## src/rtl/kv_defines_pkg.sv

```systemverilog
// kv_defines_pkg: shared keyvault read-port constants and types.
package kv_defines_pkg;
    localparam int KV_ENTRY_ADDR_W = 5;
    localparam int KV_ENTRY_SIZE_W = 4;
    localparam int KV_NUM_DWORDS   = 16;
    typedef enum logic [1:0] {IDLE, READ, DONE} kv_rd_arb_state_e;
endpackage

```

## src/rtl/kv_read_arbiter_if.sv

```systemverilog
// kv_read_arbiter_if: requester handshake, keyvault read port and read-data return bus.
interface kv_read_arbiter_if import kv_defines_pkg::*; #(
    parameter int NUM_REQ  = 4,
    parameter int ENTRY_W  = KV_ENTRY_ADDR_W,
    parameter int OFFSET_W = KV_ENTRY_SIZE_W
);
    logic [NUM_REQ-1:0]         req_vld;
    logic [NUM_REQ*ENTRY_W-1:0] req_entry;
    logic [NUM_REQ-1:0]         gnt;
    logic [ENTRY_W-1:0]         kv_read_entry;
    logic [OFFSET_W-1:0]        kv_read_offset;
    logic [31:0]                kv_rd_data;
    logic                       kv_rd_last;
    logic                       kv_rd_error;
    logic [31:0]                rd_data;
    logic [NUM_REQ-1:0]         rd_vld;
    logic [OFFSET_W-1:0]        rd_offset;
    logic [NUM_REQ-1:0]         done;
    logic                       done_err;
    logic                       busy;
    modport slave (
        input  req_vld, req_entry, kv_rd_data, kv_rd_last, kv_rd_error,
        output gnt, kv_read_entry, kv_read_offset, rd_data, rd_vld, rd_offset, done, done_err, busy
    );
    modport master (
        output req_vld, req_entry, kv_rd_data, kv_rd_last, kv_rd_error,
        input  gnt, kv_read_entry, kv_read_offset, rd_data, rd_vld, rd_offset, done, done_err, busy
    );
endinterface

```

## src/rtl/kv_read_arbiter_rr.sv

```systemverilog
// rr_arbiter: combinational round-robin pick, first request at or after ptr wins.
module rr_arbiter #(
    parameter int NUM_REQ = 4,
    localparam int PW = $clog2(NUM_REQ)
) (
    input  logic [NUM_REQ-1:0] req,
    input  logic [PW-1:0]      ptr,
    output logic [NUM_REQ-1:0] gnt,
    output logic [PW-1:0]      win
);
    logic [PW-1:0] idx;
    // Scan from farthest to nearest so the slot closest to ptr overwrites the rest.
    always_comb begin
        win = '0;
        idx = '0;
        for (int i = NUM_REQ - 1; i >= 0; i--) begin
            idx = PW'((int'(ptr) + i) % NUM_REQ);
            if (req[idx]) win = idx;
        end
        gnt = |req ? NUM_REQ'(1) << win : '0;
    end
endmodule

```

## src/rtl/kv_read_arbiter.sv

```systemverilog
// kv_read_arbiter: round-robin sharing of one keyvault read port, one whole entry per grant.
module kv_read_arbiter import kv_defines_pkg::*; #(
    parameter int NUM_REQ    = 4,
    parameter int ENTRY_W    = KV_ENTRY_ADDR_W,
    parameter int OFFSET_W   = KV_ENTRY_SIZE_W,
    parameter int MAX_DWORDS = KV_NUM_DWORDS
) (
    input logic clk,
    input logic rst_b,
    input logic zeroize,
    kv_read_arbiter_if.slave bus
);
    localparam int PW = $clog2(NUM_REQ);
    localparam logic [OFFSET_W-1:0] CNT_MAX = OFFSET_W'(MAX_DWORDS - 1);

    kv_rd_arb_state_e    state_q, state_d;
    logic [OFFSET_W-1:0] cnt_q, rd_offset_q;
    logic [ENTRY_W-1:0]  entry_q;
    logic [PW-1:0]       owner_q, rr_ptr_q, arb_win;
    logic [NUM_REQ-1:0]  arb_gnt, owner_oh, rd_vld_q;
    logic [31:0]         rd_data_q;
    logic                err_q, stop;

    rr_arbiter #(.NUM_REQ(NUM_REQ)) u_rr (
        .req(bus.req_vld),
        .ptr(rr_ptr_q),
        .gnt(arb_gnt),
        .win(arb_win)
    );

    assign owner_oh = NUM_REQ'(1) << owner_q;
    assign stop     = bus.kv_rd_error || bus.kv_rd_last || cnt_q == CNT_MAX;

    always_ff @(posedge clk or negedge rst_b) begin
        if (!rst_b) state_q <= IDLE;
        else        state_q <= state_d;
    end

    always_comb begin
        state_d = state_q;
        case (state_q)
            IDLE:    state_d = |bus.req_vld ? READ : IDLE;
            READ:    state_d = stop ? DONE : READ;
            default: state_d = IDLE;
        endcase
        if (zeroize) state_d = IDLE;
        bus.gnt            = (state_q == IDLE && !zeroize) ? arb_gnt : '0;
        bus.done           = (state_q == DONE && !zeroize) ? owner_oh : '0;
        bus.done_err       = state_q == DONE && !zeroize && err_q;
        bus.kv_read_entry  = state_q == READ ? entry_q : '0;
        bus.kv_read_offset = state_q == READ ? cnt_q : '0;
        bus.busy           = state_q != IDLE;
    end

    // Errored dwords are scrubbed by the keyvault, so they only set err and never reach rd_data.
    always_ff @(posedge clk or negedge rst_b) begin
        if (!rst_b) begin
            cnt_q       <= '0;
            entry_q     <= '0;
            owner_q     <= '0;
            rr_ptr_q    <= '0;
            err_q       <= 1'b0;
            rd_data_q   <= '0;
            rd_vld_q    <= '0;
            rd_offset_q <= '0;
        end else if (zeroize) begin
            cnt_q       <= '0;
            entry_q     <= '0;
            err_q       <= 1'b0;
            rd_data_q   <= '0;
            rd_vld_q    <= '0;
            rd_offset_q <= '0;
        end else begin
            rd_vld_q <= '0;
            if (state_q == IDLE && |bus.req_vld) begin
                owner_q <= arb_win;
                entry_q <= bus.req_entry[arb_win*ENTRY_W +: ENTRY_W];
                cnt_q   <= '0;
            end
            if (state_q == READ && bus.kv_rd_error) err_q <= 1'b1;
            if (state_q == READ && !bus.kv_rd_error) begin
                rd_data_q   <= bus.kv_rd_data;
                rd_offset_q <= cnt_q;
                rd_vld_q    <= owner_oh;
                cnt_q       <= stop ? cnt_q : cnt_q + 1'b1;
            end
            if (state_q == DONE) begin
                rr_ptr_q <= owner_q == PW'(NUM_REQ - 1) ? '0 : owner_q + 1'b1;
                err_q    <= 1'b0;
            end
        end
    end

    assign bus.rd_data   = rd_data_q;
    assign bus.rd_vld    = rd_vld_q;
    assign bus.rd_offset = rd_offset_q;

    a_gnt_oh:  assert property (@(posedge clk) disable iff (!rst_b) $onehot0(bus.gnt));
    a_vld_oh:  assert property (@(posedge clk) disable iff (!rst_b) $onehot0(bus.rd_vld));
    a_done_oh: assert property (@(posedge clk) disable iff (!rst_b) $onehot0(bus.done));
    a_idle_off: assert property (@(posedge clk) disable iff (!rst_b) !bus.busy |-> bus.kv_read_offset == '0);
endmodule

```

## src/flat_wrapper.sv

```systemverilog
// flat-port wrapper written by rule: the top's interface ports become plain ports
module kv_read_arbiter_flat import kv_defines_pkg::*;
#(
    parameter int NUM_REQ    = 4,
    parameter int ENTRY_W    = KV_ENTRY_ADDR_W,
    parameter int OFFSET_W   = KV_ENTRY_SIZE_W,
    parameter int MAX_DWORDS = KV_NUM_DWORDS
)
  (clk, rst_b, zeroize, bus_req_vld, bus_req_entry, bus_kv_rd_data, bus_kv_rd_last, bus_kv_rd_error, bus_gnt, bus_kv_read_entry, bus_kv_read_offset, bus_rd_data, bus_rd_vld, bus_rd_offset, bus_done, bus_done_err, bus_busy);
  kv_read_arbiter_if #(.NUM_REQ(NUM_REQ), .ENTRY_W(ENTRY_W), .OFFSET_W(OFFSET_W)) bus_i ();
  input logic clk;
  input logic rst_b;
  input logic zeroize;
  input wire logic [$bits(bus_i.req_vld)-1:0] bus_req_vld;
  input wire logic [$bits(bus_i.req_entry)-1:0] bus_req_entry;
  input wire logic [$bits(bus_i.kv_rd_data)-1:0] bus_kv_rd_data;
  input wire logic [$bits(bus_i.kv_rd_last)-1:0] bus_kv_rd_last;
  input wire logic [$bits(bus_i.kv_rd_error)-1:0] bus_kv_rd_error;
  output wire logic [$bits(bus_i.gnt)-1:0] bus_gnt;
  output wire logic [$bits(bus_i.kv_read_entry)-1:0] bus_kv_read_entry;
  output wire logic [$bits(bus_i.kv_read_offset)-1:0] bus_kv_read_offset;
  output wire logic [$bits(bus_i.rd_data)-1:0] bus_rd_data;
  output wire logic [$bits(bus_i.rd_vld)-1:0] bus_rd_vld;
  output wire logic [$bits(bus_i.rd_offset)-1:0] bus_rd_offset;
  output wire logic [$bits(bus_i.done)-1:0] bus_done;
  output wire logic [$bits(bus_i.done_err)-1:0] bus_done_err;
  output wire logic [$bits(bus_i.busy)-1:0] bus_busy;
  assign bus_i.req_vld = bus_req_vld;
  assign bus_i.req_entry = bus_req_entry;
  assign bus_i.kv_rd_data = bus_kv_rd_data;
  assign bus_i.kv_rd_last = bus_kv_rd_last;
  assign bus_i.kv_rd_error = bus_kv_rd_error;
  assign bus_gnt = bus_i.gnt;
  assign bus_kv_read_entry = bus_i.kv_read_entry;
  assign bus_kv_read_offset = bus_i.kv_read_offset;
  assign bus_rd_data = bus_i.rd_data;
  assign bus_rd_vld = bus_i.rd_vld;
  assign bus_rd_offset = bus_i.rd_offset;
  assign bus_done = bus_i.done;
  assign bus_done_err = bus_i.done_err;
  assign bus_busy = bus_i.busy;
  kv_read_arbiter #(.NUM_REQ(NUM_REQ), .ENTRY_W(ENTRY_W), .OFFSET_W(OFFSET_W), .MAX_DWORDS(MAX_DWORDS)) u_core (.clk(clk), .rst_b(rst_b), .zeroize(zeroize), .bus(bus_i));
endmodule
```

## config.mk

```make
export PLATFORM = sky130hd
export DESIGN_NAME = kv_read_arbiter_flat
export DESIGN_NICKNAME = d
export VERILOG_FILES = /design/src/rtl/kv_defines_pkg.sv /design/src/rtl/kv_read_arbiter_if.sv /design/src/rtl/kv_read_arbiter_rr.sv /design/src/rtl/kv_read_arbiter.sv /design/src/flat_wrapper.sv
export SDC_FILE = /design/constraint.sdc
export NUM_CORES = 1
export LEC_CHECK = 0
export ABC_AREA = 1
export ABC_CLOCK_PERIOD_IN_PS = 1900
export BUFFER_PORTS_ARGS = -buffer_cell sky130_fd_sc_hd__buf_2
export CORE_UTILIZATION = 48
export DETAILED_ROUTE_END_ITERATION = 8
export PLACE_DENSITY = 0.83
export SLEW_MARGIN = 40
export SYNTH_ARGS = -nofsm -noshare
export SYNTH_HDL_FRONTEND = slang
export SYNTH_SLANG_ARGS = --single-unit
export TNS_END_PERCENT = 10
```

## constraint.sdc

```tcl
create_clock -name clk -period 1.9 [get_ports clk]
set_input_delay 0.19 -clock clk [delete_from_list [all_inputs] [get_ports clk]]
set_output_delay 0.19 -clock clk [all_outputs]
set_load 0.005 [all_outputs]
```

==> results.toml, run 1 <==
[status]
run_status = "finished, violations left"
violations = "setup timing"

[drt]
detail_route.iter0.violations = 115
detail_route.drc_violations = 0
wl_per_cell_um = 12.6
postRouteWirelength_um = 7180
route.vias.total = 2847
drt-pass1-iter-count = 4
vias_per_cell = 5.00
detail-route-antenna-nets = 0

[clocking]
clock_path_buffers = 2
cts_tree = "done"
cts-buffers-inserted = 5
clock_sinks = 56
clock_insertion_delay_worst_skew_ns = 0.30
clock_tree.root_cell = "clkbuf_8"
cts.htree.levels = 2
clk_pin_slew_worst_paths_ns = 0.09

[power]
power_frac_comb = 0.472
vdd_ir_drop_max_mv = 1.21
leakagePower_nw = 2.27
cellInternalPower_mw = 2.37
cellPowerDensity_nw_per_um2 = 1060
netSwitchingFraction = 0.411
net-switching-power_mw = 1.65
pwr-share-seq = 0.363
clkPwrFrac = 0.164

[layout]
finish.utilization = 0.679
design.final.nets = 562
final_cell_count_no_fill = 569
area_delta_synth_final_pct = 34.2
drive_gt1_frac = 0.366
antenna-diode-count = 0

[setup_path]
criticalPathCategory = "reg2out"
worst_setup_end_kind = "output port"
timing.critical_path.from_type = "flop"
cp.required_ns = 1.71
crit_arrival_ns = 1.79
critical_path.max_fanout = 8

[placement]
pre_cts_slack_ns = 0.00475
place.gp.congestion = 0.930
number_of_instances_in_the_placed_design = 551
place_hpwl_um = 5050
io_buffer_count = 119

[synthesis]
synth_flop_cell = "dfrtp_1"
post_synth_and_or_nand_nor_area_fraction = 0.360
share_of_the_synthesized_netlist_area_taken_by_xor_and_xnor_gates = 0.00309
yosysSeqAreaShare = 0.494
postSynthAreaPerCell_um2 = 7.75
synth-compound-area-share = 0.0375
post_synth_inst_count = 366
synth-seq-cells = 56
synth_fa_ha_area_frac = 0.0221
postSynth.asyncResetShare = 1.00
yosysWarnings = 0
synth.net_count = 432
synth_cell_types = 27
muxShareOfSynthArea = 0
dominant_combinational_cell_family_by_area_after_synthesis = "simple AND/OR/NAND/NOR gates"
number_of_enable_type_register_cells_in_the_synthesized_netlist = 0
synth.cell_area_um2 = 2840

[worst_hold_path]
worst_hold_path_type = "in2reg"

[timing]
worstMarginPinSlew_ns = 0.523
final_worst_path_period_share = 1.04
layout_setup_ws_ns = -0.0809
finalMaxSlewViolations = 0
hold-worst-slack_ns = 0.0759
count_of_final_setup_violators = 4
final.setup_skew_ns = 0.00408
finalHoldViolations = 0
remaining_max_slew_budget_at_the_tightest_pin = 0.652
fin_crit_ns = 1.98
rsz0062_at_grt = "yes"
setup-tns-final_ns = -0.283
fmax_mhz = 505

[die]
die_height_um = 78.9
top_level_ports = 120
core_area_um2 = 5610
initial_utilization = 0.506
fp-row-count = 27
fp.dieArea_um2 = 6220
die-width_um = 78.9

[global_routing]
grt_antenna_before_repair = 0
grt_pass1_wl_um = 11000
grt_util_all_layers = 0.230
first_global_vias = 2486
overflow_left_after_global_routing = 0
grt_start_max_net_pins = 38

[flow_run]
maxCapViolCount = 0
-- power groups by stage --
stage	registers, mW	logic [mW]	clock network [mW]
6_report	1.46	1.90	0.661
5_1_grt	1.48	2.07	0.722
4_1_cts	1.45	1.71	0.678
3_5_place_dp	1.46	1.43	0
3_3_place_gp	1.45	1.38	0
2_1_floorplan	1.42	1.09	0
-- flip-flops by register name, summed over array words and instances (netlist names) --
name,cells
u_core.cnt_q,4
u_core.rr_ptr_q,2
u_core.bus.rd_data,32
u_core.entry_q,5
u_core.bus.rd_offset,4
u_core.owner_q,2
u_core.bus.rd_vld,4
u_core.err_q,1
u_core.state_q,2
-- synth_stat cells (2+ instances only) --
cell      count  area (um2)
clkbuf_1      8        30.0
nand2_2       7        43.8
nor3_1        4        20.0
inv_1        41         154
nand2_1     107         402
a21oi_1       7        35.0
nor2_1       34         128
dfrtp_1      56        1400
ha_1          5        62.6
buf_1         3        11.3
nor2_2        2        12.5
nand3b_1      7        52.6
inv_2         4        15.0
nand3_1      58         290
o21ai_0      10        50.1
buf_6         2        22.5
-- metal layers --
metal,vias to the layer above,global-route usage,share of wire
met5,-,0,0
met2,136,0.401,0.48
met3,21,0.0552,0.073
met1,1278,0.276,0.42
met4,0,0.0818,0.024
li1,1412,-,-
-- final timing paths --
kind | start | endpoint | slack, ns | cells after the start
max in group asynchronous | rst_b | u_core.bus.rd_data[12] | 0.93 | 3
min in group asynchronous | rst_b | u_core.bus.rd_vld[1] | 0.41 | 2
min reg2reg | u_core.bus.rd_data[18] | u_core.bus.rd_data[18] | 0.51 | 2
max reg2reg | u_core.rr_ptr_q[0] | u_core.entry_q[3] | 0.15 | 13
min | bus_kv_rd_data[31] | u_core.bus.rd_data[31] | 0.08 | 3
max | u_core.rr_ptr_q[0] | bus_gnt[1] | -0.08 | 10
-- metrics by stage --
step | area [um2] | total power [mW]
global placement | 3520 | 2.83
detailed placement | 3520 | 2.89
finish | 3810 | 4.02
global route | 3810 | 4.27
floorplan | 2840 | 2.52
CTS | 3750 | 3.84
-- layout by cell type (no fill, tap or decap), types with 6 or more instances in the layout --
cell      netlist  routed
a21oi_1         7       7
clkbuf_8        0       6
dfrtp_1        56      54
o21ai_0        10      10
nand2_4         1       7
inv_1          41      38
nand3b_1        7       7
nand2_2         7       9
nand2_1       107      99
buf_4           0      15
buf_2           0     119
nor2_1         34      31
nand3_1        58      53
-- logic make-up after synthesis --
| logic type | Yosys count |
|---|---|
| xor gates and xnor gates | 1 |
| buffers and inverters | 59 |
| and+or+nand+nor | 225 |
| AOI/OAI and AO/OA | 20 |
| adders and majority gates | 5 |
| DFF | 56 |
-- layout make-up --
| type | instances | area [um2] |
|---|---|---|
| Fill cell | 467 | 1800 |
| Sequential cell | 56 | 1400 |
| Multi-Input combinational cell | 251 | 1300 |
| Timing Repair Buffer | 136 | 738 |
| Inverter | 46 | 178 |
| Tap cell | 72 | 90.1 |
| Clock buffer | 7 | 86.3 |
| Clock inverter | 1 | 7.51 |
-- worst max-delay path: stages (launching register included) --
cell and delay, ns:
dfrtp_2 0.50, inv_4 0.11, nand2_2 0.07, nand3_2 0.09, nand2_1 0.07, inv_2 0.13
nand3_4 0.10, nand2_4 0.12, nand2_4 0.08, nor2_4 0.10, buf_2 0.12
-- timing repair --
action                                  4_1_cts  5_1_grt
buffers inserted                              7        2
endpoints found under the setup margin        4       11
pin swaps                                    10        6
resized for setup                            22       12
hold buffers                                  1        0
hold endpoints to repair                     21        0
Power figures use the tool's default switching activity.
==> run 2, diff against run 1 <==
- REMOVE_ABC_BUFFERS: not set -> 1
==> run 2 against run 1 <==
  * The flow still finishes with violations (setup timing)
  * Worst setup slack lost 0.030 ns
  * Total power shrank 4.1%
  * Final cell count shrank 0.35%
  * Sequential share of layout area grew 0.43 points
  * Non-clock buffer count shrank 2
==> results.toml, run 2 (synthesized netlist as in run 1, its figures left out) <==
[layout]
antenna-diode-count = 0
mostFrequentLayoutCell = "buf_2"
final_cell_count_no_fill = 567
flip_flop_count_of_the_largest_register_after_layout = 32
layout.cells.most_common_list = "buf_2 (119), nand2_1 (101), nand3_1 (56)"
design.final.nets = 560
finish.utilization = 0.671
area_delta_synth_final_pct = 32.7
drive_gt1_frac = 0.358

[die]
fp.dieArea_um2 = 6220
die-width_um = 78.9
top_level_ports = 120
fp-row-count = 27
initial_utilization = 0.506
die_height_um = 78.9
core_area_um2 = 5610

[clocking]
cts.htree.levels = 2
clk_pin_slew_worst_paths_ns = 0.10
clock_path_buffers = 2
clock_insertion_delay_worst_skew_ns = 0.31
cts_tree = "done"
clock_sinks = 56
cts-buffers-inserted = 5
clock_tree.root_cell = "clkbuf_8"

[timing]
remaining_max_slew_budget_at_the_tightest_pin = 0.573
finalHoldViolations = 0
finalMaxSlewViolations = 0
final_worst_path_period_share = 1.06
final.setup_skew_ns = 0.00683
setup-tns-final_ns = -0.389
rsz0062_at_grt = "yes"
worstMarginPinSlew_ns = 0.640
fmax_mhz = 497
layout_setup_ws_ns = -0.111
fin_crit_ns = 2.01
count_of_final_setup_violators = 4

[status]
run_status = "finished, violations left"
violations = "setup timing"

[global_routing]
overflow_left_after_global_routing = 0
grt_start_max_net_pins = 37
grt_antenna_before_repair = 0
first_global_vias = 2588
grt_pass1_wl_um = 11200
grt_util_all_layers = 0.230

[setup_path]
worst_setup_end_kind = "output port"
critical_path.max_fanout = 8
criticalPathCategory = "reg2out"
cp.required_ns = 1.71
crit_arrival_ns = 1.82
worst_r2r_startpoint = "u_core.rr_ptr_q[0]"
timing.critical_path.from_type = "flop"
launching_instance_or_port_of_the_critical_path = "u_core.rr_ptr_q[0]"

[placement]
place_hpwl_um = 5150
io_buffer_count = 119
number_of_instances_in_the_placed_design = 552
place.gp.congestion = 0.851

[drt]
wl_per_cell_um = 12.4
drt-pass1-iter-count = 5
route.vias.total = 2849
detail-route-antenna-nets = 0
vias_per_cell = 5.02
detail_route.iter0.violations = 107
postRouteWirelength_um = 7060
detail_route.drc_violations = 0

[power]
vdd_ir_drop_max_mv = 1.07
design_power_total_mw = 3.85
cellPowerDensity_nw_per_um2 = 1020
leakagePower_nw = 2.25

[flow_run]
maxCapViolCount = 0

[worst_hold_path]
holdCritStartpoint = "zeroize"
worst_hold_path_type = "in2reg"
[run 2: cell types whose count changed in the layout (fill, tap and decap cells not counted), sizes merged]
cell / previous run / this run
buf: 135 / 133
clkbuf: 7 / 5
inv: 45 / 46
clkinvlp: 1 / 0
clkinv: 1 / 3
[run 2: layout make-up]
class / instances / area, um2
inverter: 46 / 175
tap: 72 / 90.1
sequential: 56 / 1400
clock inverter: 3 / 22.5
fill: 475 / 1840
timing repair buffer: 134 / 723
multi-input combinational: 251 / 1280
clock buffer: 5 / 68.8
[run 2: path summary, 6_finish.rpt]
| kind | endpoint | slack (ns) | cells past startpoint |
|---|---|---|---|
| worst max-delay path | bus_gnt[1] | -0.11 | 10 |
| worst min-delay path | u_core.state_q[1] | 0.06 | 2 |
| worst max register to register | u_core.entry_q[4] | 0 | 12 |
| worst min register to register | u_core.bus.rd_data[15] | 0.52 | 2 |
| max in group asynchronous | u_core.bus.rd_data[0] | 0.89 | 3 |
| min in group asynchronous | u_core.bus.rd_data[11] | 0.42 | 2 |
[run 2: through the flow]
step | hold WS, ns | setup slack [ns] | cell area, um2
finish | 0.0579 | -0.111 | 3760
global route | 0.0578 | -0.161 | 3760
CTS | 0.0488 | -0.0640 | 3710
detailed placement | 0.247 | 0.0198 | 3530
global placement | 0.224 | 0.150 | 3530
floorplan | -0.106 | -0.0594 | 2770
[run 2: layer usage]
layer	up-vias	routed length, um	track usage
li1	1405	-	-
met5	-	0	0
met1	1311	2890	0.277
met3	9	572	0.0494
met4	0	86	0.0673
met2	124	3510	0.412
[run 2: timing repair]
action / CTS / global route
setup buffers: 4 / 2
pin swaps: 7 / 7
setup endpoints to repair: 4 / 9
endpoints found under the hold margin: 24 / 0
hold buffers: 1 / 0
gates cloned: 0 / 0
gates resized for setup: 16 / 10
[run 2: power by group]
group / internal [mW] / leakage, nW / total (mW) / switching [mW]
clock network: 0.265 / 0.0485 / 0.657 / 0.392
logic: 0.658 / 1.45 / 1.74 / 1.08
registers: 1.33 / 0.756 / 1.46 / 0.126
[run 2: worst max-delay path, stage by stage, from the launching register on]
cell and delay [ns]:
dfrtp_2 0.51, nand2_1 0.15, nand3_1 0.11, nand2_1 0.11
nand3_2 0.11, nand2_2 0.10, nand2_4 0.06, nand2_4 0.09
nand2_4 0.07, nor2_1 0.09, buf_2 0.11
==> run 3, diff against run 2 <==
- ABC_CLOCK_PERIOD_IN_PS: 1900 -> 1650
- CORE_UTILIZATION: 48 -> 43
- PLACE_DENSITY: 0.83 -> 0.79
- clock period: 1.9 -> 1.65 ns (I/O delays scaled with it)
==> run 3 against run 2 <==
  * The flow still finishes with violations (setup timing)
  * Clock power grew 18%
  * Clock skew increased by 0.00092 ns
  * Global-route usage is 1.4 points lower
  * Wire length up 6.4%
  * Die area up 11%
  * Final cell count grew 2.6%
  * Total power rose by 25%
  * Sequential power is 15% higher
  * Critical path depth is the same
  * Largest cell class unchanged
==> results.toml, run 3 (synthesized netlist as in run 1, its figures left out) <==
[setup_path]
cpLargestDelayFamily = "simple AND/OR/NAND/NOR gates"
timing.reg2reg.setup_slack_ns = -0.21
worst_setup_end_kind = "output port"
cp.required_ns = 1.48
critical-path-max-stage-delay_ns = 0.50
crit_chain = "inv_4, nand2_4, nand3_2, nand2_1, inv_2, nand2_4, nand2_4, nand2_8, nor3_2, buf_2"
crit_arrival_ns = 1.85
critPathSlowestCell = "dfrtp_2"
critical_path.max_fanout = 8
worstSetupPathDepth = 10
timing.critical_path.from_type = "flop"
reg2regPathDepth = 13
worst_r2r_startpoint = "u_core.rr_ptr_q[0]"
r2r-end = "u_core.entry_q[4]"
crit_path_frequent_cell = "nand2_4"
cp_num_buf_inv = 3
criticalPathCategory = "reg2out"

[worst_hold_path]
worst_hold_path_type = "in2reg"
hold_path_end = "u_core.state_q[1]"
hold-path-cell-count = 2
holdCritStartpoint = "zeroize"

[timing]
count_of_final_setup_violators = 10
layout_setup_ws_ns = -0.364
worstMarginPinSlew_ns = 0.354
hold-worst-slack_ns = 0.0328
fin_crit_ns = 2.01
setup-tns-final_ns = -2.44
fmax_mhz = 497
final.setup_skew_ns = 0.00775
final_worst_path_period_share = 1.22
finalHoldViolations = 0
remaining_max_slew_budget_at_the_tightest_pin = 0.764
rsz0062_at_grt = "yes"
finalMaxSlewViolations = 0

[layout]
design.final.nets = 570
flip_flop_count_of_the_largest_register_after_layout = 32
multi_input_gate_area_in_the_final_layout_um2 = 1320
area_delta_synth_final_pct = 37.1
mostFrequentLayoutCell = "buf_2"
drive_gt1_frac = 0.382
layout.cells.most_common_list = "buf_2 (119), nand2_1 (97), dfrtp_1 (54)"
antenna-diode-count = 0
layout.filler_cells = 555
regArea_um2 = 1400
finish.utilization = 0.613
final_instance_area_um2 = 3890
final_cell_count_no_fill = 582

[placement]
place.gp.congestion = 0.952
number_of_instances_in_the_placed_design = 567
post_detailed_placement_cell_area_um2 = 3610
io_buffer_count = 119
place_hpwl_um = 5200
pre_cts_slack_ns = -0.109

[power]
power_frac_comb = 0.492
cellInternalPower_mw = 2.84
leakagePower_nw = 2.31
cellPowerDensity_nw_per_um2 = 1240
netSwitchingFraction = 0.412
vdd_ir_drop_max_mv = 1.65
pwr-share-seq = 0.348
design_power_total_mw = 4.83
clkPwrFrac = 0.161
net-switching-power_mw = 1.99

[clocking]
clock_insertion_delay_worst_skew_ns = 0.31
clock_sinks = 56
cts-buffers-inserted = 5
clock_path_buffers = 2
clk_pin_slew_worst_paths_ns = 0.10
clock_tree.root_cell = "clkbuf_8"
cts_tree = "done"
cts.htree.levels = 2

[drt]
detail-route-antenna-nets = 0
wl_per_cell_um = 12.9
postRouteWirelength_um = 7510
drt-pass1-iter-count = 4
vias_per_cell = 4.98
route.vias.total = 2899
detail_route.drc_violations = 0
detail_route.iter0.violations = 129

[global_routing]
overflow_left_after_global_routing = 0
grt_pass1_wl_um = 12200
grt_antenna_before_repair = 0
first_global_vias = 2683
grt_start_max_net_pins = 57
grt_util_all_layers = 0.216

[flow_run]
maxCapViolCount = 0

[die]
die_height_um = 83.2
initial_utilization = 0.447
fp.dieArea_um2 = 6930
fp-row-count = 29
top_level_ports = 120
die-width_um = 83.2
core_area_um2 = 6350

[status]
violations = "setup timing"
run_status = "finished, violations left"
run 3: cell types whose count changed in the layout (fill, tap and decap cells not counted), sizes merged:
cell / previous run / this run
clkbuf: 5 / 7
clkinvlp: 0 / 1
buf: 133 / 143
clkinv: 3 / 1
inv: 46 / 45
run 3: routing by layer:
layer / share of wire / wire length (um) / vias to the layer above / track usage
met3: 0.077 / 580 / 15 / 0.0427
met4: 0.020 / 151 / 0 / 0.0705
li1: - / - / 1427 / -
met5: 0 / 0 / - / 0
met2: 0.49 / 3680 / 142 / 0.361
met1: 0.41 / 3100 / 1315 / 0.280
run 3: cell type report:
class / instances / share of cell area
repair buffers: 144 / 0.205
clock inverters: 1 / 0.00193
clock buffers: 7 / 0.0222
well taps: 77 / 0.0248
multi-input cells: 251 / 0.340
inverters: 46 / 0.0450
flip-flops and latches: 56 / 0.361
run 3: worst reg2reg max path, stage by stage (launching register included):
cell	delay [ns]
dfrtp_2	0.50
inv_4	0.12
nand2_4	0.07
nand3_2	0.09
nand2_1	0.08
inv_2	0.14
nand2_4	0.08
nand2_4	0.09
nand2_8	0.08
buf_4	0.13
buf_4	0.14
nor2_8	0.10
nand3_1	0.09
nand3_1	0.09
run 3: how the worst max path moves through the flow:
stage                        from         endpoint  slack (ns)
2_1_floorplan             zeroize  u_core.cnt_q[2]       -0.28
3_3_place_gp   u_core.rr_ptr_q[0]       bus_gnt[3]      0.0004
3_5_place_dp   u_core.rr_ptr_q[0]       bus_gnt[3]       -0.11
4_1_cts        u_core.rr_ptr_q[0]       bus_gnt[2]       -0.31
5_1_grt        u_core.rr_ptr_q[0]       bus_gnt[0]       -0.45
6_report       u_core.rr_ptr_q[0]       bus_gnt[2]       -0.36
run 3: power by group through the flow:
| stage | Combinational [mW] | Clock [mW] | Sequential [mW] |
|---|---|---|---|
| 5_1_grt | 2.58 | 0.862 | 1.71 |
| 4_1_cts | 2.04 | 0.806 | 1.66 |
| 3_3_place_gp | 1.79 | 0 | 1.66 |
| 6_report | 2.38 | 0.776 | 1.68 |
| 2_1_floorplan | 1.14 | 0 | 1.66 |
| 3_5_place_dp | 1.84 | 0 | 1.67 |
run 3: timing repair:
action | 4_1_cts | 5_1_grt
pin swaps | 6 | 13
endpoints found under the hold margin | 56 | 0
hold buffers | 1 | 0
resized for setup | 20 | 16
setup endpoints to repair | 9 | 11
buffers inserted | 3 | 3
